File: config.mk
export PLATFORM = sky130hd
export DESIGN_NAME = mfe_window_fetch_flat
export DESIGN_NICKNAME = d
export VERILOG_FILES = /design/src/rtl/mfe_pkg.sv /design/src/rtl/mfe_window_fetch_if.sv /design/src/rtl/mfe_win_shift.sv /design/src/rtl/mfe_window_fetch.sv /design/src/flat_wrapper.sv
export SDC_FILE = /design/constraint.sdc
export NUM_CORES = 1
export LEC_CHECK = 0
export ABC_CLOCK_PERIOD_IN_PS = 4700
export BUFFER_PORTS_ARGS = -buffer_cell sky130_fd_sc_hd__buf_4
export CAP_MARGIN = 15
export CORE_MARGIN = 4
export CORE_UTILIZATION = 35
export DETAILED_ROUTE_END_ITERATION = 7
export MAX_ROUTING_LAYER = met4
export PLACE_DENSITY = 0.63
export SETUP_SLACK_MARGIN = 0.15
export SLEW_MARGIN = 15
export SYNTH_ARGS = -nofsm -noshare
export SYNTH_HDL_FRONTEND = slang
export SYNTH_SLANG_ARGS = --single-unit
export TNS_END_PERCENT = 20
File: constraint.sdc
create_clock -name clk -period 4.7 [get_ports clk]
set_clock_uncertainty 0.15 [all_clocks]
set_input_delay 0.94 -clock clk [delete_from_list [all_inputs] [get_ports clk]]
set_output_delay 0.94 -clock clk [all_outputs]
set_load 0.02 [all_outputs]
File: src/rtl/mfe_pkg.sv
// Shared constants, FSM states and window tap indices for the median filter front end.
// Latency: n/a (declarations only).
// Backpressure: n/a.
package mfe_pkg;

  localparam int IMG_W = 128;
  localparam int IMG_H = 128;
  localparam int AW    = 14;
  localparam int DW    = 8;
  localparam int CW    = 7;   // row/column counter width

  typedef enum logic [2:0] {
    IDLE  = 3'd0,
    FETCH = 3'd1,
    DRAIN = 3'd2,
    OUT   = 3'd3,
    DONE  = 3'd4
  } state_t;

  // Row-major tap positions inside the 3x3 window; P0 is (r-1,c-1).
  localparam int P0 = 0;
  localparam int P1 = 1;
  localparam int P2 = 2;
  localparam int P3 = 3;
  localparam int P4 = 4;
  localparam int P5 = 5;
  localparam int P6 = 6;
  localparam int P7 = 7;
  localparam int P8 = 8;
  localparam int CENTER = 4;

  // LSB of tap idx in the flattened window; P0 sits in the top byte.
  function automatic int tap_lsb(input int idx);
    return (8 - idx) * DW;
  endfunction

endpackage

File: src/rtl/mfe_window_fetch_if.sv
// ROM read port plus window valid/ready channel of the window fetcher.
// Latency: n/a (wiring only).
// Backpressure: win_ready from the consumer holds the window in place.
interface mfe_window_fetch_if;
  import mfe_pkg::*;

  logic [AW-1:0]   iaddr;
  logic [DW-1:0]   idata;
  logic            win_valid;
  logic            win_ready;
  logic [9*DW-1:0] win_data;
  logic [CW-1:0]   win_row;
  logic [CW-1:0]   win_col;

  modport master (
    output iaddr,
    input  idata,
    output win_valid,
    input  win_ready,
    output win_data,
    output win_row,
    output win_col
  );

  modport slave (
    input  iaddr,
    output idata,
    input  win_valid,
    output win_ready,
    input  win_data,
    input  win_row,
    input  win_col
  );
endinterface

File: src/rtl/mfe_win_shift.sv
// 3x3 pixel window register: clear, shift-left, and per-row loads of the middle/right column.
// Latency: every operation lands on the next clock edge.
// Backpressure: none; contents hold whenever no operation is requested.
module mfe_win_shift
  import mfe_pkg::*;
(
  input  logic            clk,
  input  logic            reset,
  input  logic            clr,
  input  logic            shl,
  input  logic            ld_vld,
  input  logic            ld_col2,   // 1: right column, 0: middle column
  input  logic            ld_dup,    // also copy a middle-column load into the left column
  input  logic [1:0]      ld_row,
  input  logic [DW-1:0]   ld_dat,
  output logic [9*DW-1:0] win_data
);

  logic [DW-1:0] win_q [0:8];
  logic [DW-1:0] win_d [0:8];
  logic [3:0]    base;

  assign base = {2'b00, ld_row} * 4'd3;

  // Next window contents: clear beats shift beats a single-pixel load.
  always_comb begin
    for (int i = 0; i < 9; i++) win_d[i] = win_q[i];
    if (clr) begin
      for (int i = 0; i < 9; i++) win_d[i] = '0;
    end else if (shl) begin
      // Right column keeps its stale value; the next three loads overwrite it.
      win_d[P0] = win_q[P1];
      win_d[P1] = win_q[P2];
      win_d[P3] = win_q[P4];
      win_d[P4] = win_q[P5];
      win_d[P6] = win_q[P7];
      win_d[P7] = win_q[P8];
    end else if (ld_vld) begin
      if (ld_col2) begin
        win_d[base + 4'd2] = ld_dat;
      end else begin
        win_d[base + 4'd1] = ld_dat;
        if (ld_dup) win_d[base] = ld_dat;
      end
    end
  end

  // Window register bank.
  always_ff @(posedge clk or posedge reset) begin
    if (reset) begin
      for (int i = 0; i < 9; i++) win_q[i] <= '0;
    end else begin
      for (int i = 0; i < 9; i++) win_q[i] <= win_d[i];
    end
  end

  for (genvar g = 0; g < 9; g++) begin : g_flat
    assign win_data[tap_lsb(g) +: DW] = win_q[g];
  end

endmodule

File: src/rtl/mfe_window_fetch.sv
// Builds one 3x3 neighbourhood per pixel in raster order from the image ROM; MFE_WF_REPLICATE_EN selects border replication instead of zero padding.
// Latency: window valid 7 cycles after fetch start at column 0, 4 cycles otherwise; one idle cycle after every accept.
// Backpressure: window, coordinates and iaddr hold while win_valid && !win_ready.
module mfe_window_fetch
  import mfe_pkg::*;
(
  input  logic clk,
  input  logic reset,
  input  logic ready,
  output logic busy,
  output logic done,
  mfe_window_fetch_if.master wf
);

  state_t        state_q, state_d;
  logic [CW-1:0] row_q, row_d, col_q, col_d;
  logic [2:0]    slot_q, slot_d;
  logic [AW-1:0] iaddr_q, iaddr_d;
  logic          cap_vld_q, cap_vld_d, cap_zero_q, cap_zero_d;
  logic          cap_col2_q, cap_col2_d, cap_dup_q, cap_dup_d;
  logic [1:0]    cap_row_q, cap_row_d;

  logic          first_col, fetching, win_hs, frame_end;
  logic          slot_col2, slot_zero, slot_dup, last_slot;
  logic [1:0]    slot_row;
  logic [7:0]    nr, nc;
  logic [CW-1:0] ar, ac;
  logic [AW-1:0] slot_addr;
  logic          win_clr, win_shl;
  logic [DW-1:0] ld_dat;

  assign first_col = (col_q == '0);
  assign fetching  = (state_q == FETCH);
  assign win_hs    = (state_q == OUT) && wf.win_ready;
  assign frame_end = (row_q == CW'(IMG_H - 1)) && (col_q == CW'(IMG_W - 1));

  // Decode the current read slot into neighbour coordinates and a ROM address.
  always_comb begin
    slot_col2 = !first_col || (slot_q >= 3'd3);
    slot_row  = (first_col && (slot_q >= 3'd3)) ? 2'(slot_q - 3'd3) : slot_q[1:0];
    last_slot = first_col ? (slot_q == 3'd5) : (slot_q == 3'd2);
    // 8-bit wrap: row -1 reads as 8'hFF, so one unsigned compare catches both edges.
    nr = {1'b0, row_q} + {6'b0, slot_row} - 8'd1;
    nc = {1'b0, col_q} + {7'b0, slot_col2};
`ifdef MFE_WF_REPLICATE_EN
    slot_zero = 1'b0;
    slot_dup  = first_col && !slot_col2;
    if (nr == 8'hFF)          ar = '0;
    else if (nr >= 8'(IMG_H)) ar = CW'(IMG_H - 1);
    else                      ar = nr[CW-1:0];
    ac = (nc >= 8'(IMG_W)) ? CW'(IMG_W - 1) : nc[CW-1:0];
`else
    slot_zero = (nr >= 8'(IMG_H)) || (nc >= 8'(IMG_W));
    slot_dup  = 1'b0;
    ar        = nr[CW-1:0];
    ac        = nc[CW-1:0];
`endif
    slot_addr = AW'(ar) * AW'(IMG_W) + AW'(ac);
  end

  // Issue the slot read and remember where its data lands next cycle.
  always_comb begin
    iaddr_d    = iaddr_q;
    cap_vld_d  = 1'b0;
    cap_row_d  = cap_row_q;
    cap_col2_d = cap_col2_q;
    cap_zero_d = cap_zero_q;
    cap_dup_d  = cap_dup_q;
    if (fetching) begin
      cap_vld_d  = 1'b1;
      cap_row_d  = slot_row;
      cap_col2_d = slot_col2;
      cap_zero_d = slot_zero;
      cap_dup_d  = slot_dup;
      if (!slot_zero) iaddr_d = slot_addr;
    end
  end

  // Frame sequencing: next state, slot counter and raster position.
  always_comb begin
    state_d = state_q;
    row_d   = row_q;
    col_d   = col_q;
    slot_d  = slot_q;
    unique case (state_q)
      IDLE: begin
        if (ready) begin
          state_d = FETCH;
          row_d   = '0;
          col_d   = '0;
          slot_d  = '0;
        end
      end
      FETCH: begin
        if (last_slot) begin
          state_d = DRAIN;
          slot_d  = '0;
        end else begin
          slot_d = slot_q + 3'd1;
        end
      end
      DRAIN: state_d = OUT;
      OUT: begin
        if (win_hs) begin
          if (frame_end) begin
            state_d = DONE;
            row_d   = '0;
            col_d   = '0;
          end else begin
            state_d = FETCH;
            if (col_q == CW'(IMG_W - 1)) begin
              col_d = '0;
              row_d = row_q + CW'(1);
            end else begin
              col_d = col_q + CW'(1);
            end
          end
        end
      end
      DONE: state_d = IDLE;
      default: state_d = IDLE;
    endcase
  end

  // State and datapath registers.
  always_ff @(posedge clk or posedge reset) begin
    if (reset) begin
      state_q    <= IDLE;
      row_q      <= '0;
      col_q      <= '0;
      slot_q     <= '0;
      iaddr_q    <= '0;
      cap_vld_q  <= 1'b0;
      cap_row_q  <= '0;
      cap_col2_q <= 1'b0;
      cap_zero_q <= 1'b0;
      cap_dup_q  <= 1'b0;
    end else begin
      state_q    <= state_d;
      row_q      <= row_d;
      col_q      <= col_d;
      slot_q     <= slot_d;
      iaddr_q    <= iaddr_d;
      cap_vld_q  <= cap_vld_d;
      cap_row_q  <= cap_row_d;
      cap_col2_q <= cap_col2_d;
      cap_zero_q <= cap_zero_d;
      cap_dup_q  <= cap_dup_d;
    end
  end

  // First fetch cycle of a window either starts a fresh row or slides the old one.
  assign win_clr = fetching && (slot_q == 3'd0) && first_col;
  assign win_shl = fetching && (slot_q == 3'd0) && !first_col;
  assign ld_dat  = cap_zero_q ? '0 : wf.idata;

  mfe_win_shift u_shift (
    .clk      (clk),
    .reset    (reset),
    .clr      (win_clr),
    .shl      (win_shl),
    .ld_vld   (cap_vld_q),
    .ld_col2  (cap_col2_q),
    .ld_dup   (cap_dup_q),
    .ld_row   (cap_row_q),
    .ld_dat   (ld_dat),
    .win_data (wf.win_data)
  );

  assign wf.iaddr     = iaddr_d;
  assign wf.win_valid = (state_q == OUT);
  assign wf.win_row   = row_q;
  assign wf.win_col   = col_q;
  assign busy         = (state_q == FETCH) || (state_q == DRAIN) || (state_q == OUT);
  assign done         = (state_q == DONE);

endmodule

File: src/flat_wrapper.sv
// flat-port wrapper written by rule: the top's interface ports become plain ports
module mfe_window_fetch_flat import mfe_pkg::*;
  (clk, reset, ready, busy, done, wf_iaddr, wf_idata, wf_win_valid, wf_win_ready, wf_win_data, wf_win_row, wf_win_col);
  mfe_window_fetch_if wf_i ();
  input  logic clk;
  input  logic reset;
  input  logic ready;
  output logic busy;
  output logic done;
  output wire logic [$bits(wf_i.iaddr)-1:0] wf_iaddr;
  input wire logic [$bits(wf_i.idata)-1:0] wf_idata;
  output wire logic [$bits(wf_i.win_valid)-1:0] wf_win_valid;
  input wire logic [$bits(wf_i.win_ready)-1:0] wf_win_ready;
  output wire logic [$bits(wf_i.win_data)-1:0] wf_win_data;
  output wire logic [$bits(wf_i.win_row)-1:0] wf_win_row;
  output wire logic [$bits(wf_i.win_col)-1:0] wf_win_col;
  assign wf_iaddr = wf_i.iaddr;
  assign wf_i.idata = wf_idata;
  assign wf_win_valid = wf_i.win_valid;
  assign wf_i.win_ready = wf_win_ready;
  assign wf_win_data = wf_i.win_data;
  assign wf_win_row = wf_i.win_row;
  assign wf_win_col = wf_i.win_col;
  mfe_window_fetch u_core (.clk(clk), .reset(reset), .ready(ready), .busy(busy), .done(done), .wf(wf_i));
endmodule
==> impl_summary.log <==
[metrics] clock tree from TritonCTS: yes
[metrics] cell internal power dissipation: 3.16 mW
[metrics] detailed-route wire length: 16200 um
[metrics] number of synthesis warnings: 0
[metrics] required time worst endpoint: 3.61 ns
[metrics] vias per cell: 5.32
[metrics] post-detailed-route DRC marker count: 0
[metrics] Leak Pwr: 3.47 nW
[metrics] worst-path fanout max: 8
[metrics] Final Hold Vio Count: 0
[metrics] number of antenna diodes: 0
[metrics] net count after synthesis: 623
[metrics] number of instances in the synthesized netlist: 584
[metrics] total number of H-tree levels: 3
[metrics] deepest clock path buffer count: 2
[metrics] via count of the first global-routing pass: 4807
[metrics] Via Count: 4899
[metrics] unrepaired setup endpoints after global routing: true
[metrics] HPWL after detailed placement: 11700 um
[metrics] area growth from synthesis to layout: 26.8%
[metrics] Wirelength per Cell: 17.6 um
[metrics] Global Route Usage Sum: 0.182
[metrics] shortest period the worst path allows: 5.08 ns
[metrics] kind of end point of the critical path: output pin
[metrics] count of flip-flops with a built-in enable after synthesis: 0
[metrics] Boundary Pins: 115
[metrics] CP Cell Sequence: or4_4 > or2_4 > a211o_1 > o21ai_2 > ha_2 > inv_2 > ha_4 > fa_2 > a211oi_2 > o21bai_1 > a21oi_2 > mux2_4 > mux2_2 > buf_4
[metrics] Arrival @ worst endpoint: 3.99 ns
[metrics] post-layout utilization of the core: 0.456
[metrics] layout cell share with drive strength beyond 1: 0.272
[metrics] synth top area cells: sky130_fd_sc_hd__dfrtp_1 48%, sky130_fd_sc_hd__ha_1 5.7%, sky130_fd_sc_hd__o21ai_0 5.2%, sky130_fd_sc_hd__nand2_1 5.1%, sky130_fd_sc_hd__mux2i_1 4.5%
[metrics] placer congestion estimate: 0.921
[metrics] Clock Sink Count: 111
[metrics] Worst path slowest cell: sky130_fd_sc_hd__or4_4
[metrics] Avg Synthesized Cell Area: 9.85 um2
[metrics] vertical die dimension: 136 um
[metrics] Power Dens Cells: 790 mW/mm2
[metrics] final net count: 739
[metrics] top cell type by total area after synthesis: sky130_fd_sc_hd__dfrtp_1
[metrics] portion of total power attributed to the clock network: 0.137
[metrics] count of max-cap constraint violations: 0
[metrics] initial antenna violation count: 0
[metrics] violated checks: negative setup slack
[metrics] family with the most delay on the worst path: simple AND/OR/NAND/NOR gates
[metrics] portion of the post-synthesis area used by sequential elements: 0.483
[metrics] switching power share of the total: 0.451
[metrics] wire length of the first global-routing pass: 25800 um
[metrics] DP Worst Slack: -0.107 ns
[metrics] violation count after the first detailed-routing iteration: 316
[metrics] combinational group share of total power: 0.583
[metrics] type of the worst min-delay path: reg2reg
[metrics] VDD IR max: 0.442 mV
[metrics] FF+latch count, synth: 111
[metrics] post-placement cell area: 0.00691 mm2
[metrics] Hold Buf Count CTS: 0
[metrics] number of buffers and inverters on the critical path: 2
[metrics] outcome: complete, but fails checks
[metrics] measured slew at the worst slew-check pin: 1.06 ns
[metrics] later-pin clock latency in the skew report: 0.36 ns
[metrics] Slowest Stage Delay on Critical Path: 0.53 ns
[metrics] area of all placed cells without fillers: 0.00729 mm2
[metrics] pin count of the biggest net entering global routing: 68
[metrics] Synth cell types: 55
[metrics] sequential share of power: 0.279
[metrics] cts bufs inserted: 9
[metrics] standard-cell row count: 46
[metrics] Initial Utilization: 0.359
[metrics] sum of overflow across all layers after global routing: 0
[metrics] First-pass DRT Iterations: 5
[metrics] worst rel slew slack: 0.291
[metrics] clock edge transition at the registers on the reported setup and hold paths: 0.07 ns
[metrics] cell area after technology mapping: 0.00575 mm2
[metrics] sw power: 2.60 mW
[metrics] commonest register cell after synthesis: sky130_fd_sc_hd__dfrtp_1
[metrics] maximum clock frequency: 0.197 GHz
[metrics] clock tree root driver cell: sky130_fd_sc_hd__clkbuf_16
[metrics] port buffer count: 114
[metrics] CP Launch Type: flip-flop
[metrics] post-route setup slack: -0.381 ns
[metrics] die area: 0.0185 mm2
[metrics] Core Box Area: 0.0160 mm2
[metrics] Async S/R FF share, synth: 1.00
[metrics] x dimension of the die: 136 um
[metrics] Overall Power: 5.76 mW
[metrics] number of antenna-violating nets in the routed design: 0
[metrics] worst hold slack across all endpoints: 0.348 ns
[metrics] share of the clock period used by the worst path after layout: 1.08
[metrics] Slew Viols, Final: 0
[metrics] Critical Setup Path Class: reg2out
[metrics] number of setup violations in the final report: 14
[metrics] share of Yosys cell area claimed by the top area cell type: 0.483
==> cell usage in the layout (no fill, tap or decap), drive strengths merged, types with 3 or more instances in the layout <==
| master | synthesis | final |
|---|---|---|
| a32oi | 18 | 18 |
| nand3 | 23 | 23 |
| nand2 | 78 | 78 |
| a22o | 8 | 8 |
| nand4 | 5 | 5 |
| mux2i | 26 | 26 |
| mux2 | 17 | 18 |
| buf | 14 | 133 |
| nor2b | 9 | 9 |
| nand2b | 11 | 11 |
| clkbuf | 16 | 12 |
| ha | 26 | 26 |
| o211ai | 5 | 5 |
| o21ai | 62 | 62 |
| a21o | 4 | 4 |
| a21oi | 23 | 23 |
| dfrtp | 111 | 111 |
| a32o | 4 | 4 |
| and3 | 4 | 4 |
| xor2 | 4 | 4 |
| a22oi | 3 | 3 |
| xnor2 | 8 | 8 |
| a21boi | 4 | 4 |
| inv | 25 | 27 |
| a31oi | 6 | 6 |
| nor2 | 39 | 39 |
| nor3 | 5 | 5 |
==> final timing paths <==
kind	from	endpoint	slack [ns]	cells after the start
setup / recovery	u_core.wf.win_col[3]	wf_iaddr[6]	-0.38	14
hold / removal	u_core.iaddr_q[9]	u_core.iaddr_q[9]	0.35	1
setup reg to reg	u_core.wf.win_col[3]	u_core.iaddr_q[10]	0.94	13
hold reg to reg	u_core.iaddr_q[9]	u_core.iaddr_q[9]	0.35	1
max in group asynchronous	reset	u_core.u_shift.win_data[23]	2.94	3
min in group asynchronous	reset	u_core.state_q[1]	0.61	2
==> cells in the mapped netlist (all sizes together) (3+ instances only) <==
cell type,n
a32oi,18
a21oi,23
inv,25
nand2,78
o211ai,5
nor2b,9
xor2,4
mux2,17
xnor2,8
a21o,4
a21boi,4
a31oi,6
a22oi,3
nand4,5
nor3,5
o21ai,62
a22o,8
clkbuf,16
buf,14
nand2b,11
mux2i,26
nand3,23
ha,26
a32o,4
and3,4
dfrtp,111
nor2,39
==> repair_timing <==
action,in CTS,in global routing
gates cloned,1,0
resized for setup,6,5
setup buffers,0,2
setup endpoints to repair,14,14
pin swaps,2,1
==> power groups by stage <==
stage	registers, mW	logic (mW)	clock network (mW)
floorplan	1.82	1.86	0
global placement	1.60	3.18	0
detailed placement	1.62	3.24	0
CTS	1.61	3.34	0.813
global route	1.66	3.67	0.854
finish	1.61	3.36	0.790
==> layout make-up <==
| cell class | count | area (um2) |
|---|---|---|
| Timing Repair Buffer | 134 | 1020 |
| Tap cell | 216 | 270 |
| Sequential cell | 111 | 2780 |
| Clock inverter | 5 | 63.8 |
| Inverter | 26 | 101 |
| Fill cell | 1543 | 8710 |
| Multi-Input combinational cell | 418 | 2820 |
| Clock buffer | 11 | 243 |
==> per-layer routing <==
layer  track usage  up-vias  wire length, um
met2         0.304      209             8050
li1              -     2312                -
met3        0.0241       28              941
met1         0.225     2350             6800
met5             -        -                0
met4        0.0677        0              412
==> through the flow <==
stage               cells  setup TNS (ns)
finish                921           -5.09
floorplan             584               0
detailed placement    901           -1.26
CTS                   918           -5.66
global placement      901        -0.00199
global route          921           -7.15
==> state kept, by name, indices dropped and copies added (netlist names), 2 cells and up <==
signal and count:
u_core.u_shift.win_data 72, u_core.iaddr_q 14, u_core.wf.win_col 7, u_core.wf.win_row 7
u_core.slot_q 3, u_core.state_q 3, u_core.cap_row_q 2
==> logic make-up (layout without fill, tap and decap cells) <==
logic type | after synthesis | after routing | share of synthesized area
XOR/XNOR | 12 | 12 | 0.0183
AO/OA/AOI/OAI | 151 | 151 | 0.171
buffers and inverters | 56 | 176 | 0.0426
adder cells (fa/ha/maj) | 27 | 27 | 0.0601
multiplexers | 43 | 44 | 0.0785
AND/OR/NAND/NOR | 184 | 184 | 0.147
flip-flops | 111 | 111 | 0.483
(Power assumes the default switching activity.)
